### src/rtl/sum_seg_display.sv
// sum_seg_display: shows an 8-bit accumulator sum as three decimal digits plus a
// status digit on a 4-digit common-anode seven-segment display.
//
// Binary-to-BCD conversion is a sequential double-dabble (one bit per cycle).
// Digits are time-multiplexed; each digit slot lasts DIV clock cycles, where
// DIV = SIM ? SIM_DIV : REFRESH_DIV.
//
// Optional feature: define SUM_DISP_LZ_BLANK_EN to blank leading zeros on the
// hundreds and tens digits. Without it, all three decimal digits are shown.

module sum_seg_display #(
  parameter int unsigned SIM         = 0,
  parameter int unsigned REFRESH_DIV = 100000,
  parameter int unsigned SIM_DIV     = 4
) (
  input  logic       clk,
  input  logic       reset,
  input  logic [7:0] sum_in,
  input  logic       done_in,
  output logic [3:0] an,
  output logic [6:0] seg,
  output logic       dp,
  output logic       busy
);

  localparam int unsigned Div  = (SIM != 0) ? SIM_DIV : REFRESH_DIV;
  localparam int unsigned CntW = (Div > 1) ? $clog2(Div) : 1;

  localparam logic [6:0] SegBlank = 7'b1111111;
  localparam logic [6:0] SegDone  = 7'b0100001;
  localparam logic [6:0] SegZero  = 7'b1000000;

  typedef enum logic [1:0] {
    StIdle,
    StConvert,
    StLoad
  } state_e;

  // Active-low gfedcba pattern for one BCD digit; non-decimal codes go blank.
  function automatic logic [6:0] digit_pattern(input logic [3:0] v);
    logic [6:0] p;
    unique case (v)
      4'd0:    p = 7'b1000000;
      4'd1:    p = 7'b1111001;
      4'd2:    p = 7'b0100100;
      4'd3:    p = 7'b0110000;
      4'd4:    p = 7'b0011001;
      4'd5:    p = 7'b0010010;
      4'd6:    p = 7'b0000010;
      4'd7:    p = 7'b1111000;
      4'd8:    p = 7'b0000000;
      4'd9:    p = 7'b0010000;
      default: p = SegBlank;
    endcase
    return p;
  endfunction

  // ---------------------------------------------------------------------------
  // Conversion datapath
  // ---------------------------------------------------------------------------
  state_e      state_q, state_d;
  logic [7:0]  last_q, last_d;
  logic [7:0]  shift_q, shift_d;
  logic [11:0] bcd_q, bcd_d;
  logic [2:0]  bit_cnt_q, bit_cnt_d;
  logic [3:0]  d2_q, d2_d;
  logic [3:0]  d1_q, d1_d;
  logic [3:0]  d0_q, d0_d;
  logic [11:0] bcd_adj;

  // Converter state register; reset discards any partial conversion.
  always_ff @(posedge clk) begin
    if (reset) begin
      state_q   <= StIdle;
      last_q    <= '0;
      shift_q   <= '0;
      bcd_q     <= '0;
      bit_cnt_q <= '0;
      d2_q      <= '0;
      d1_q      <= '0;
      d0_q      <= '0;
    end else begin
      state_q   <= state_d;
      last_q    <= last_d;
      shift_q   <= shift_d;
      bcd_q     <= bcd_d;
      bit_cnt_q <= bit_cnt_d;
      d2_q      <= d2_d;
      d1_q      <= d1_d;
      d0_q      <= d0_d;
    end
  end

  // Converter next-state: detect change, run 8 double-dabble steps, then load.
  always_comb begin
    state_d   = state_q;
    last_d    = last_q;
    shift_d   = shift_q;
    bcd_d     = bcd_q;
    bit_cnt_d = bit_cnt_q;
    d2_d      = d2_q;
    d1_d      = d1_q;
    d0_d      = d0_q;
    bcd_adj   = bcd_q;

    unique case (state_q)
      StIdle: begin
        if (sum_in != last_q) begin
          shift_d   = sum_in;
          last_d    = sum_in;
          bcd_d     = '0;
          bit_cnt_d = '0;
          state_d   = StConvert;
        end
      end
      StConvert: begin
        for (int i = 0; i < 3; i++) begin
          if (bcd_q[4*i +: 4] >= 4'd5) begin
            bcd_adj[4*i +: 4] = bcd_q[4*i +: 4] + 4'd3;
          end
        end
        // Max input 255 never reaches bit 11 before the final shift, so dropping it is safe.
        {bcd_d, shift_d} = {bcd_adj[10:0], shift_q, 1'b0};
        bit_cnt_d        = bit_cnt_q + 3'd1;
        if (bit_cnt_q == 3'd7) begin
          state_d = StLoad;
        end
      end
      StLoad: begin
        d2_d    = bcd_q[11:8];
        d1_d    = bcd_q[7:4];
        d0_d    = bcd_q[3:0];
        state_d = StIdle;
      end
      default: state_d = StIdle;
    endcase
  end

  assign busy = (state_q != StIdle);

  // ---------------------------------------------------------------------------
  // Digit patterns (with optional leading-zero blanking)
  // ---------------------------------------------------------------------------
  logic [6:0] pat2, pat1, pat0;

  // Per-digit segment patterns for the three decimal positions.
  always_comb begin
    pat2 = digit_pattern(d2_q);
    pat1 = digit_pattern(d1_q);
    pat0 = digit_pattern(d0_q);
`ifdef SUM_DISP_LZ_BLANK_EN
    if (d2_q == 4'd0) begin
      pat2 = SegBlank;
      if (d1_q == 4'd0) begin
        pat1 = SegBlank;
      end
    end
`endif
  end

  // ---------------------------------------------------------------------------
  // Refresh multiplexer
  // ---------------------------------------------------------------------------
  logic [CntW-1:0] refresh_q, refresh_d;
  logic [1:0]      digit_q, digit_d;
  logic [3:0]      an_q, an_d;
  logic [6:0]      seg_q, seg_d;

  // Refresh counter, digit index and the registered anode/segment pair.
  always_ff @(posedge clk) begin
    if (reset) begin
      refresh_q <= '0;
      digit_q   <= 2'd0;
      an_q      <= 4'b1110;
      seg_q     <= SegZero;
    end else begin
      refresh_q <= refresh_d;
      digit_q   <= digit_d;
      an_q      <= an_d;
      seg_q     <= seg_d;
    end
  end

  // At the end of each slot, advance the digit and load its anode and pattern together.
  always_comb begin
    refresh_d = refresh_q + 1'b1;
    digit_d   = digit_q;
    an_d      = an_q;
    seg_d     = seg_q;
    if (refresh_q == CntW'(Div - 1)) begin
      refresh_d = '0;
      digit_d   = digit_q + 2'd1;
      an_d      = ~(4'b0001 << digit_d);
      unique case (digit_d)
        2'd0:    seg_d = pat0;
        2'd1:    seg_d = pat1;
        2'd2:    seg_d = pat2;
        default: seg_d = done_in ? SegDone : SegBlank;
      endcase
    end
  end

  assign an  = an_q;
  assign seg = seg_q;
  assign dp  = 1'b1;

endmodule

### config.mk
export PLATFORM = sky130hd
export DESIGN_NAME = sum_seg_display
export DESIGN_NICKNAME = d
export VERILOG_FILES = /design/src/rtl/sum_seg_display.sv
export SDC_FILE = /design/constraint.sdc
export NUM_CORES = 1
export LEC_CHECK = 0
export CAP_MARGIN = 20
export CORE_MARGIN = 2
export CORE_UTILIZATION = 60
export CTS_CLUSTER_SIZE = 16
export DETAILED_ROUTE_END_ITERATION = 12
export GPL_TIMING_DRIVEN = 1
export HOLD_SLACK_MARGIN = 0.15
export PLACE_DENSITY = 0.83
export SETUP_SLACK_MARGIN = 0.1
export SKIP_CTS_REPAIR_TIMING = 1
export SLEW_MARGIN = 20
export SYNTH_ARGS = -nofsm -noshare
export SYNTH_HDL_FRONTEND = slang
export SYNTH_SLANG_ARGS = --single-unit
### constraint.sdc
create_clock -name clk -period 3.05 [get_ports clk]
set_input_delay 0.4575 -clock clk [delete_from_list [all_inputs] [get_ports clk]]
set_output_delay 0.4575 -clock clk [all_outputs]
set_load 0.01 [all_outputs]
# Yosys cells after proc, flatten, opt, wreduce, memory -nomap -nowiden
# Memories as Yosys holds them, arrays and structs flattened. A register that Yosys moved wholly into a read port is not among the register bits.
# Cells that the tools add are included.
dict set report totals {
  regBits 75
  rom_bits 336
  in_bits 11
  output_inout_bits 13
  word_cells 63
  n_memories 3
}
dict set report op_classes {
  n_addsub 6
  n_lt_le_gt_ge 3
  eq_ne 9
  shift 1
  muxes 20
  n_bitwise 1
  reduce_logical 8
}
# name depth word_bits rd rd_ports_with_merged_regs wr line
set memory_table {}
lappend memory_table {{(no name shown)} 16 7 1 1 0 42} ;# unique case (v)
lappend memory_table {{(no name shown)} 16 7 1 1 0 42}
lappend memory_table {{(no name shown)} 16 7 1 1 0 42}
# operator n
set op_table {}
lappend op_table {{4-bit 2-to-1 mux} 8}
lappend op_table {{12-bit case mux with 2 select lines} 1}
lappend op_table {{7-bit case mux with 3 select lines} 1}
lappend op_table {{17-bit by 1-bit adder with 17-bit output, second input constant} 1}
lappend op_table {{17-bit equality test, second input constant} 1}
lappend op_table {{8-bit case mux with 2 select lines} 1}
lappend op_table {{4-bit by 3-bit >= comparator with 1-bit output, second input constant} 3}
lappend op_table {{12-bit 2-to-1 mux} 1}
lappend op_table {{4-bit by 2-bit adder with 4-bit output, second input constant} 2}
lappend op_table {{8-bit 2-to-1 mux} 1}
lappend op_table {{8-bit != test} 1}
lappend op_table {{7-bit 2-to-1 mux} 1}
lappend op_table {{3-bit 2-to-1 mux} 2}
lappend op_table {{3-bit case mux with 2 select lines} 1}
lappend op_table {{2-bit AND reduction} 3}
lappend op_table {{2-bit by 1-bit equality test with 1-bit output, second input constant} 2}
lappend op_table {{2-bit equality test, second input constant} 2}
lappend op_table {{2-bit logical NOT} 2}
lappend op_table {{2-bit 2-to-1 mux} 2}
lappend op_table {{2-bit != test, second input constant} 2}
lappend op_table {{4-bit NOT} 1}
lappend op_table {{2-bit case mux with 2 select lines} 1}
lappend op_table {{2-bit nonzero test} 2}
lappend op_table {{1-bit by 2-bit left shift with 4-bit output, first input constant} 1}
lappend op_table {{5 further kinds} 5}

# Logic depth before layout (Yosys ltp)
dict set report logic_depth {
  word_depth 3
  depth_mapped 9
  mapped_depth_nobuf 8
}

# Worst setup path after synthesis
# No wires, ideal clock.
dict set report synth_path {
  kind {in2reg}
  startpoint {input reset}
  endpoint {register, netlist name pat0[5]}
  arrival_time_ps 1794
  required_ps 2980
  slack_ps 1186
  cell_stages 8
  n_path_buf 2
  cell_sequence {buf_2 buf_2 nor2_1 inv_1 ha_1 o21ai_0 o31ai_1 a21oi_1}
}
dict set report synth_between {
  elab_chain_len 1
}
# element line
set synth_lines {}
lappend synth_lines {{from (decl)} 17} ;# input logic reset,
lappend synth_lines {{4-bit 2-to-1 mux (no line)} n/a}
# Every way passes these cells.
# A chain may end at the register's enable or synchronous reset.

# Worst setup path after layout
dict set report layout_path {
  startpoint {register state_q[1]}
  endpoint {register, netlist name pat1[1]}
}
dict set report layout_between {
  elab_chain_len 3
}
# element line
set layout_lines {}
lappend layout_lines {{from (decl)} 61} ;# state_e state_q, state_d;
lappend layout_lines {{from (signal assigned)} 74} ;# state_q <= StIdle;
lappend layout_lines {{from (signal assigned)} 83} ;# state_q <= state_d;
lappend layout_lines {{2-bit equality test} 106} ;# unique case (state_q)
lappend layout_lines {{4-bit 2-to-1 mux (no line) (2 in series)} n/a}
# Every way passes these cells.

==> impl_metrics.csv <==
group,metric,value,unit
final_layout,multiInputGateArea,0.00237,mm2
pwr,vdd_drop_max,0.252,mV
placement,portBuffers,22,
critical_path,reg2reg_slack,0.92,ns
pwr,p_comb_share,5.9,%
critical_path,cp-startpoint,"state_q[1]",
clocking,clock-sinks,96,
critical_path,crit_cells,6,
sta,final.setup.tns,0,ns
clocking,cts-root-buf,"clkbuf_8",
final_layout,nNetsFinal,556,
sta,achievable-frequency,469,MHz
yosys,ys_async_sr_fraction,0,%
grt,grt_max_degree,24,
yosys,synth_fp_nets,542,
route,ant_nets,0,
critical_path,worstSetupEndpoint,"pat1[1]",
sta,final.setup_skew,0.00776,ns
final_layout,syn_to_final_growth,10.5,%
sta,slew_viol_final,0,
grt,antenna_found_initial,0,
pwr,power_density,454,mW/mm2
yosys,syn_avg_cell_area,9.01,um2
critical_path,endpoint_kind,"register",
sta,worst_pin_slew,0.567,ns
critical_path,timing.rr.end,"pat1[1]",
critical_path,critPathMaxStageDelay,0.38,ns
outcome,status,"finished clean",
critical_path,rr_worst_depth,6,
pwr,power_frac_clock,37.3,%
floorplanning,fp-row-count,31,
floorplanning,core_region_area,0.00729,mm2
final_layout,fillCellCount,582,
grt,grt_pass1_wl,15.4,mm
critical_path,startpoint_type,"register",
sta,grt_setup_unrepaired,"no",
route,routedWlPerCell,14.2,um
yosys,yosysMostFrequentCell,"dfxtp_1",
route,drt_first_pass_iters,4,
flow_run,maxCapViolCount,0,
critical_path,crit_type,"register to register",
critical_path,r2r-start,"state_q[1]",
sta,fin_crit_sh,70.0,%
placement,gp_congestion,0.821,
clocking,clockBufferDepth,2,
clocking,cts_tree,"done",
pwr,switching_share,22.9,%
yosys,yosysTopAreaCell,"dfxtp_1",
route,drc,0,
floorplanning,dieHeight,90.8,um
yosys,synth.distinct_cells,51,
clocking,cts_buffers,9,
yosys,netlist_area,0.00452,mm2
final_layout,antenna_cells,0,
yosys,synth_warnings,0,
yosys,yosysTopAreaCellShare,42.5,%
grt,first_global_vias,3483,
pwr,power_frac_seq,56.9,%
clocking,clk_pin_slew,0.09,ns
route,drt_wl_total,8.81,mm
yosys,ys_ff_latch,96,
critical_path,path_delay_family,"simple AND/OR/NAND/NOR gates",
sta,whs,0.454,ns
critical_path,critPathArrivalTime,2.38,ns
pwr,p_leak,1.93,nW
critical_path,crit_chain,"nor2b_4 -> buf_4 -> mux2i_1 -> or2_2 -> ha_1 -> o32ai_1",
grt,grt_overflow,0,
sta,hold_viol,0,
floorplanning,initial_core_util,62.0,%
pwr,p_int,1.75,mW
grt,grt_most_used_layer,"met2",
clocking,htreeDepth,3,
sta,fin_crit,2.13,ns
floorplanning,die_area,0.00825,mm2
sta,slew_headroom,62.2,%
final_layout,layout.area.seq,0.00192,mm2
critical_path,critPathMaxFanout,7,
worst_hold_path,hold_class,"register to register",
grt,grt_use_met2,38.6,%
placement,dpl.hpwl,6.26,mm
floorplanning,die_x,90.8,um
critical_path,crit_buf_inv,1,
floorplanning,ioPinCount,24,
route,dr_total_vias,3511,
grt,grtUsageTotal,22.3,%
grt,met3_usage,3.51,%
yosys,synth_seq_area_share,42.5,%
critical_path,cp.required,3.29,ns
grt,gr-usage-met1,28.7,%
critical_path,slowest_stage,"dfxtp_1",
yosys,netlist_instances,502,
route,drtIter0Drc,199,
yosys,synth_edf_count,0,
final_layout,post_route_cells_drive_above_1_share,8.46,%
yosys,synthFlopType,"dfxtp_1",
sta,finalSetupViolCount,0,
clocking,clock_latency,0.35,ns
yosys,ys_top_cells_by_count,"96 x dfxtp_1, 54 x a21oi_1, 41 x nor2_1",
pwr,switching_power,521,uW
route,vias_per_cell,5.67,
yosys,synth_area_leaders,"dfxtp_1 42%, ha_1 8.0%, a21oi_1 6.0%",
-- cells in the final DEF, fill, tap and decap left out, drive strengths merged, types with 10 or more instances in the layout --
| master | instances |
|---|---|
| buf | 11 |
| a31oi | 12 |
| mux2i | 24 |
| nand3 | 32 |
| dfxtp | 96 |
| ha | 29 |
| clkdlybuf4s50 | 21 |
| nor2 | 43 |
| nand2 | 39 |
| inv | 23 |
| o21ai | 11 |
| clkbuf | 11 |
| xnor2 | 19 |
| xor2 | 10 |
| a21oi | 54 |
-- how the worst min path moves through the flow --
| stage | to | cells after the start | slack, ns | start |
|---|---|---|---|---|
| after floorplan | refresh_q[0] | 1 | 0.41 | refresh_q[0] |
| after global placement | refresh_q[0] | 1 | 0.43 | refresh_q[0] |
| after detailed placement | refresh_q[0] | 1 | 0.44 | refresh_q[0] |
| after CTS | refresh_q[0] | 1 | 0.46 | refresh_q[0] |
| after global routing | seg[6] | 1 | 0.48 | seg[6] |
| final | refresh_q[0] | 1 | 0.45 | refresh_q[0] |
-- worst reg2reg max path: stages, from the launching register on --
cell and delay, ns:
dfxtp_1 0.38, nor2b_4 0.33, buf_4 0.24, mux2i_1 0.09, or2_2 0.35, ha_1 0.33
o32ai_1 0.31
-- state kept, by name (all words and copies together), names as in the netlist --
signal     cells
digit_q        2
pat0           7
last_q         8
d2_q           4
seg            7
shift_q        8
refresh_q     17
an             4
d0_q           4
bit_cnt_q      3
bcd_q         12
d1_q           4
pat2           7
state_q        2
pat1           7
-- through the flow --
stage	power (mW)	instance area [um2]	util [%]	setup slack, ns	std cells
floorplan	1.41	4520	-	1.19	502
detailed placement	1.45	4800	65.8	0.683	604
global placement	1.44	4800	65.8	0.832	604
global route	2.35	5000	68.6	0.729	619
CTS	2.28	5000	68.6	0.904	619
finish	2.27	5000	68.6	0.916	619
-- cells by family (layout without fill, tap and decap cells) --
| kind of cell | after synthesis | count (layout) | synth area share (%) |
|---|---|---|---|
| and+or+nand+nor | 164 | 164 | 18.9 |
| AOI/OAI and AO/OA | 105 | 105 | 13.8 |
| DFF | 96 | 96 | 42.5 |
| buffers and inverters | 52 | 70 | 5.06 |
| adders and majority gates | 29 | 29 | 8.02 |
| xor gates and xnor gates | 29 | 29 | 5.62 |
| muxes | 26 | 26 | 5.98 |
| other | 1 | 1 | 0.0829 |
-- power groups by stage --
| stage | Sequential [mW] | Combinational (mW) | Clock, mW |
|---|---|---|---|
| 6_report | 1.29 | 0.133 | 0.846 |
| 5_1_grt | 1.29 | 0.147 | 0.908 |
| 4_1_cts | 1.29 | 0.133 | 0.857 |
| 3_5_place_dp | 1.32 | 0.132 | 0 |
| 3_3_place_gp | 1.32 | 0.126 | 0 |
| 2_1_floorplan | 1.32 | 0.0915 | 0 |
-- per-layer routing --
metal | wire [um] | up-vias
met3 | 291 | 12
met5 | 0 | -
met2 | 4290 | 63
met1 | 4120 | 1681
li1 | - | 1755
met4 | 110 | 0
-- cell type report --
cell class / count / area share, %
inverters: 23 / 1.75
repair buffers: 32 / 5.81
flip-flops and latches: 96 / 38.4
well taps: 99 / 2.48
multi-input cells: 354 / 47.4
clock inverters: 4 / 1.05
clock buffers: 11 / 3.03
No activity file was read; power rests on OpenSTA's default activity.
